**src/rtl/tag_array_ctrl.sv**
```systemverilog
// tag_array_ctrl: controller for a direct-mapped cache tag SRAM (one 21-bit
// entry {valid, dirty, tag} per set). It sweeps the array to zero after
// reset. It then serves one request at a time: LOOKUP, FILL, INVAL and
// MARK_DIRTY, each over the single-port SRAM interface.
// Optional build macro: TAG_CTRL_STATS_EN adds saturating LOOKUP hit/miss
// counters on the hit_count / miss_count outputs.
module tag_array_ctrl #(
   parameter int ADDR_WIDTH   = 32,
   parameter int OFFSET_WIDTH = 6,
   parameter int INDEX_WIDTH  = 7,
   parameter int TAG_WIDTH    = ADDR_WIDTH - INDEX_WIDTH - OFFSET_WIDTH
) (
   input  logic                   clk,
   input  logic                   rst,
   input  logic                   req_valid,
   output logic                   req_ready,
   input  logic [1:0]             req_op,
   input  logic [ADDR_WIDTH-1:0]  req_addr,
   input  logic                   req_dirty,
   output logic                   resp_valid,
   output logic                   resp_hit,
   output logic                   resp_dirty,
   output logic [TAG_WIDTH-1:0]   resp_tag,
   output logic                   sram_csb0,
   output logic                   sram_web0,
   output logic [INDEX_WIDTH-1:0] sram_addr0,
   output logic [TAG_WIDTH+1:0]   sram_din0,
   input  logic [TAG_WIDTH+1:0]   sram_dout0,
   output logic                   init_done
`ifdef TAG_CTRL_STATS_EN
   ,
   output logic [15:0]            hit_count,
   output logic [15:0]            miss_count
`endif
);

   localparam logic [1:0] OP_LOOKUP = 2'b00;
   localparam logic [1:0] OP_FILL   = 2'b01;
   localparam logic [1:0] OP_INVAL  = 2'b10;
   localparam logic [1:0] OP_MARK   = 2'b11;
   localparam logic [INDEX_WIDTH-1:0] SWEEP_LAST = {INDEX_WIDTH{1'b1}};

   typedef enum logic [1:0] {INIT, IDLE, RD, WB} state_t;

   state_t                 state, state_nxt;
   logic [INDEX_WIDTH-1:0] sweep_idx;
   logic                   ack_pend;
   logic                   accept;

   // Request fields; the byte offset within a line plays no part in tagging.
   logic [INDEX_WIDTH-1:0] req_index;
   logic [TAG_WIDTH-1:0]   req_tag;
   logic                   unused_offset;

   // Request captured at accept so the bus may change while the op runs.
   logic [INDEX_WIDTH-1:0] idx_p0;
   logic [TAG_WIDTH-1:0]   tag_p0;
   logic [1:0]             op_p0;

   // Fields of the entry returned by the SRAM the cycle after a read.
   logic                   ent_valid;
   logic                   ent_dirty;
   logic [TAG_WIDTH-1:0]   ent_tag;
   logic                   lookup_hit;

   assign req_index     = req_addr[OFFSET_WIDTH +: INDEX_WIDTH];
   assign req_tag       = req_addr[OFFSET_WIDTH+INDEX_WIDTH +: TAG_WIDTH];
   assign unused_offset = ^req_addr[OFFSET_WIDTH-1:0];

   assign ent_valid  = sram_dout0[TAG_WIDTH+1];
   assign ent_dirty  = sram_dout0[TAG_WIDTH];
   assign ent_tag    = sram_dout0[TAG_WIDTH-1:0];
   assign lookup_hit = ent_valid && (ent_tag == tag_p0);

   assign accept = req_valid && req_ready;

   // State register; reset restarts the sweep and drops any op in flight.
   always_ff @(posedge clk or posedge rst) begin
      if (rst) begin
         state <= INIT;
      end else begin
         state <= state_nxt;
      end
   end

   // Next state, handshake and SRAM port drive. Reset forces the SRAM idle
   // at once, even though the state already reads INIT.
   always_comb begin
      state_nxt  = state;
      req_ready  = 1'b0;
      sram_csb0  = 1'b1;
      sram_web0  = 1'b1;
      sram_addr0 = '0;
      sram_din0  = '0;
      if (!rst) begin
         case (state)
            INIT: begin
               sram_csb0  = 1'b0;
               sram_web0  = 1'b0;
               sram_addr0 = sweep_idx;
               if (sweep_idx == SWEEP_LAST) begin
                  state_nxt = IDLE;
               end
            end
            IDLE: begin
               req_ready = 1'b1;
               if (req_valid) begin
                  sram_csb0  = 1'b0;
                  sram_addr0 = req_index;
                  case (req_op)
                     OP_FILL: begin
                        sram_web0 = 1'b0;
                        sram_din0 = {1'b1, req_dirty, req_tag};
                     end
                     OP_INVAL: begin
                        sram_web0 = 1'b0;
                     end
                     default: begin
                        // LOOKUP and MARK_DIRTY both start with a read.
                        state_nxt = RD;
                     end
                  endcase
               end
            end
            RD: begin
               state_nxt = (op_p0 == OP_MARK && lookup_hit) ? WB : IDLE;
            end
            WB: begin
               sram_csb0  = 1'b0;
               sram_web0  = 1'b0;
               sram_addr0 = idx_p0;
               sram_din0  = {2'b11, tag_p0};
               state_nxt  = IDLE;
            end
            default: state_nxt = INIT;
         endcase
      end
   end

   // Sweep pointer and init_done; the pointer stops mattering once IDLE.
   always_ff @(posedge clk or posedge rst) begin
      if (rst) begin
         sweep_idx <= '0;
         init_done <= 1'b0;
      end else if (state == INIT) begin
         sweep_idx <= sweep_idx + INDEX_WIDTH'(1);
         if (sweep_idx == SWEEP_LAST) begin
            init_done <= 1'b1;
         end
      end
   end

   // Capture the request at accept; pure data, so no reset.
   always_ff @(posedge clk) begin
      if (accept) begin
         idx_p0 <= req_index;
         tag_p0 <= req_tag;
         op_p0  <= req_op;
      end
   end

   // Response pulse. FILL/INVAL answer one cycle after the write; reads
   // answer from the SRAM output; a MARK_DIRTY hit answers from WB.
   always_ff @(posedge clk or posedge rst) begin
      if (rst) begin
         ack_pend   <= 1'b0;
         resp_valid <= 1'b0;
         resp_hit   <= 1'b0;
         resp_dirty <= 1'b0;
         resp_tag   <= '0;
      end else begin
         resp_valid <= 1'b0;
         ack_pend   <= accept && (req_op == OP_FILL || req_op == OP_INVAL);
         if (ack_pend) begin
            resp_valid <= 1'b1;
            resp_hit   <= 1'b0;
            resp_dirty <= 1'b0;
            resp_tag   <= '0;
         end else if (state == RD) begin
            if (!(op_p0 == OP_MARK && lookup_hit)) begin
               resp_valid <= 1'b1;
               resp_hit   <= lookup_hit;
               resp_dirty <= ent_dirty;
               resp_tag   <= ent_tag;
            end
         end else if (state == WB) begin
            resp_valid <= 1'b1;
            resp_hit   <= 1'b1;
            resp_dirty <= 1'b1;
            resp_tag   <= tag_p0;
         end
      end
   end

`ifdef TAG_CTRL_STATS_EN
   // Saturating hit/miss counters over LOOKUP responses only.
   always_ff @(posedge clk or posedge rst) begin
      if (rst) begin
         hit_count  <= '0;
         miss_count <= '0;
      end else if (state == RD && op_p0 == OP_LOOKUP) begin
         if (lookup_hit) begin
            if (hit_count != 16'hFFFF) hit_count <= hit_count + 16'd1;
         end else begin
            if (miss_count != 16'hFFFF) miss_count <= miss_count + 16'd1;
         end
      end
   end
`endif

endmodule
```
**config.mk**
```make
export PLATFORM = sky130hd
export DESIGN_NAME = tag_array_ctrl
export DESIGN_NICKNAME = d
export VERILOG_FILES = /design/src/rtl/tag_array_ctrl.sv
export SDC_FILE = /design/constraint.sdc
export NUM_CORES = 1
export LEC_CHECK = 0
export ABC_AREA = 1
export CAP_MARGIN = 0
export CORE_MARGIN = 3
export CORE_UTILIZATION = 35
export CTS_CLUSTER_SIZE = 16
export DETAILED_ROUTE_END_ITERATION = 7
export GPL_TIMING_DRIVEN = 0
export PLACE_DENSITY = 0.61
export SYNTH_ARGS = -nofsm -noshare
export SYNTH_HDL_FRONTEND = slang
export SYNTH_SLANG_ARGS = --single-unit
```
**constraint.sdc**
```tcl
create_clock -name clk -period 2.75 [get_ports clk]
set_clock_uncertainty 0.05 [all_clocks]
set_input_delay 0.55 -clock clk [delete_from_list [all_inputs] [get_ports clk]]
set_output_delay 0.55 -clock clk [all_outputs]
set_load 0.005 [all_outputs]
```
==> flow_summary.yaml <==
routing:
  wl_met2_mm: 4.69
  vias: 3213
  wl_met3_um: 612
  via_per_inst: 4.78
  wl_met1_mm: 4.54
  drt_iter0_markers: 173
  drc: 0
  drt-total-wl_mm: 10.0
  maxUsedRoutingLayer: "met4"
  drt_first_pass_iters: 4
  wl_per_cell_um: 14.9
  postRouteAntennaNets: 0
synthesis:
  ys_warn_count: 0
  synth_top_cell_by_area: "edfxtp_1"
  syn_area_per_cell_um2: 8.18
  seq_area_frac_synth_pct: 49.3
  netlist_area_mm2: 0.00338
  synthDistinctLibCells: 34
  synth_enable_flop_cells: 28
  async_flop_share_pct: 54.1
  yosys_most_used_dff: "dfrtp_1"
  synth_nets: 479
  synth_common_cells: "nand2_1, nor2_1, inv_1"
  ys_ff_latch: 61
  yosys.cell_count.top_type: "nand2_1"
  netlist_instances: 413
  synth_area_leaders: "edfxtp_1, dfrtp_1, nand2_1"
  synth_top_area_share_pct: 24.9
power_and_ir_drop:
  switching_power_uw: 453
  power_frac_seq_pct: 47.4
  combPwrFrac_pct: 7.6
  p_int_uw: 1560
  leakagePower_uw: 0.00236
  vdd_ir_drop_max_v: 0.000270
  power_density_mw_per_mm2: 401
  p_sw_share_pct: 22.5
  power_frac_clock_pct: 45.0
cts:
  clock_latency_ns: 0.35
  clk_path_buf_depth: 2
  cts_buffers: 9
  clock_sinks: 61
  root_buffer: "clkbuf_8"
  cts_hold_buf: 0
  path_clk_slew_ns: 0.08
  cts_max_level: 3
  cts_tree: "built"
setup_path:
  rr_worst_depth: 5
  critical_path_class: "in2out"
  critPathLaunchType: "primary input"
  r2r-end: "tag_p0[10]"
  slowest_stage: "clkdlybuf4s50_1"
  slowest_delay_ns: 0.50
  cp_cell_sequence: "dlygate4sd2_1 > bufinv_16 > o211ai_1 > a21o_1 > clkdlybuf4s50_1"
  worstPathRequired_ns: 2.15
  worstPathArrival_ns: 2.07
  r2r_slack_ns: 0.80
  r2r-start: "state[1]"
  worstPathMaxFanout: 19
  crit_path_end_kind: "output port"
placement:
  post-place-ws_ns: -0.846
  gp_congestion: 0.868
  port_buffers: 106
  place_area_mm2: 0.00461
  hpwl_mm: 7.57
timing:
  rsz0062_at_grt: "no"
  fin_tns_setup_ns: 0
  finalCritPeriodShare_pct: 97.2
  worst_pin_slew_ns: 0.822
  setup_violations: 0
  slew_viol_final: 0
  setup_ws_ns: 0.0757
  hold_viol_final: 0
  finalCriticalPeriod_ns: 2.67
  fmax_mhz: 374
  slew_headroom_pct: 45.1
global_route:
  grt_start_max_net_pins: 29
  grt_pass1_wl_mm: 16.7
  grt_remaining_overflow: 0
  gr-usage-all-layers_pct: 19.2
  first_global_vias: 3277
  grt_antenna_before_repair: 0
die:
  core_mm2: 0.00933
  initial_core_util_pct: 36.2
  ios: 113
  fp.dieH_um: 104
  dieWidth_um: 104
  rows: 35
  die-area_mm2: 0.0109
finish:
  layout-drive-gt1-share_pct: 12.2
  fill_cells: 892
  stdcell_area_mm2: 0.00502
  seqCellArea_mm2: 0.00167
  multi_input_area_mm2: 0.00152
  n_antenna_cell: 0
  nets: 604
  synthToLayoutAreaGrowth_pct: 48.5
run_status:
  status: "finished, final reports clean"
job:
  drv_cap: 0
worst_hold_path:
  min_path_type: "in2async"
==> layer usage <==
metal	vias up	track usage, %
met5	-	0
met4	0	6.17
met3	15	4.90
met2	91	30.5
met1	1481	25.7
li1	1626	-
==> kinds of logic after synthesis <==
logic type                 after synthesis  synth area share, %
and+or+nand+nor                        221                 28.2
buffers and inverters                   63                 7.70
DFF                                     61                 49.3
AOI/OAI and AO/OA                       51                 9.52
xor gates and xnor gates                 9                 2.33
adders and majority gates                7                 2.59
muxes                                    1                0.333
==> sequential cells by signal, indices dropped and copies added (netlist names), 2 cells and up <==
name and cells:
state 2, op_p0 2, sweep_idx 7, idx_p0 7, tag_p0 19, resp_tag 19
==> per-stage QoR <==
step	hold slack [ns]	utilization (%)	cells	total power, uW
after CTS	0.404	52.9	670	2030
final	0.407	53.8	672	2010
after global placement	0.416	49.3	648	1110
after floorplan	0.418	-	413	1010
after global routing	0.417	53.8	672	2080
after detailed placement	0.418	49.4	648	1120
==> power by group through the flow <==
stage | Clock (uW) | Combinational, uW | Sequential, uW
global route | 961 | 167 | 953
CTS | 921 | 153 | 953
finish | 905 | 152 | 954
floorplan | 0 | 35.3 | 973
detailed placement | 0 | 144 | 973
global placement | 0 | 142 | 973
==> critical path, delay by kind of cell <==
kind / cells / cell delay [ns]
buf+inv: 3 / 1.26
compound gates: 2 / 0.26
==> placed cells by master (no fill, tap or decap), drive strengths merged, types with 2 or more instances in the layout <==
cell	n
a22oi	19
edfxtp	28
clkdlybuf4s50	77
nand3	24
dlymetal6s2s	7
a31oi	6
or2	2
o21ai	21
dlygate4sd2	17
nand2	128
clkinv	3
clkdlybuf4s15	4
clkbuf	19
nor2	43
dfrtp	33
xor2	5
bufinv	3
xnor2	4
nand4	22
inv	42
ha	7
buf	20
==> area by class of cell <==
type | instances | area share (%)
sequential | 61 | 33.2
multi-input combinational | 289 | 30.3
timing repair buffer | 114 | 22.2
inverter | 41 | 3.74
tap | 129 | 3.22
buffer | 21 | 2.69
clock buffer | 9 | 2.47
clock inverter | 7 | 1.95
timing repair inverter | 1 | 0.175
==> what timing repair did <==
action	4_1_cts	5_1_grt
endpoints found under the setup margin	31	14
cloned	1	0
buffers inserted	6	2
pin swaps	2	0
gates resized for setup	50	27
==> worst max path at each step <==
stage	startpoint	to
finish	rst	sram_web0
detailed placement	rst	sram_addr0[1]
floorplan	rst	sram_addr0[1]
global placement	rst	sram_addr0[3]
global route	state[1]	sram_addr0[0]
CTS	req_op[1]	sram_din0[19]
No activity file was read; power rests on OpenSTA's default activity.
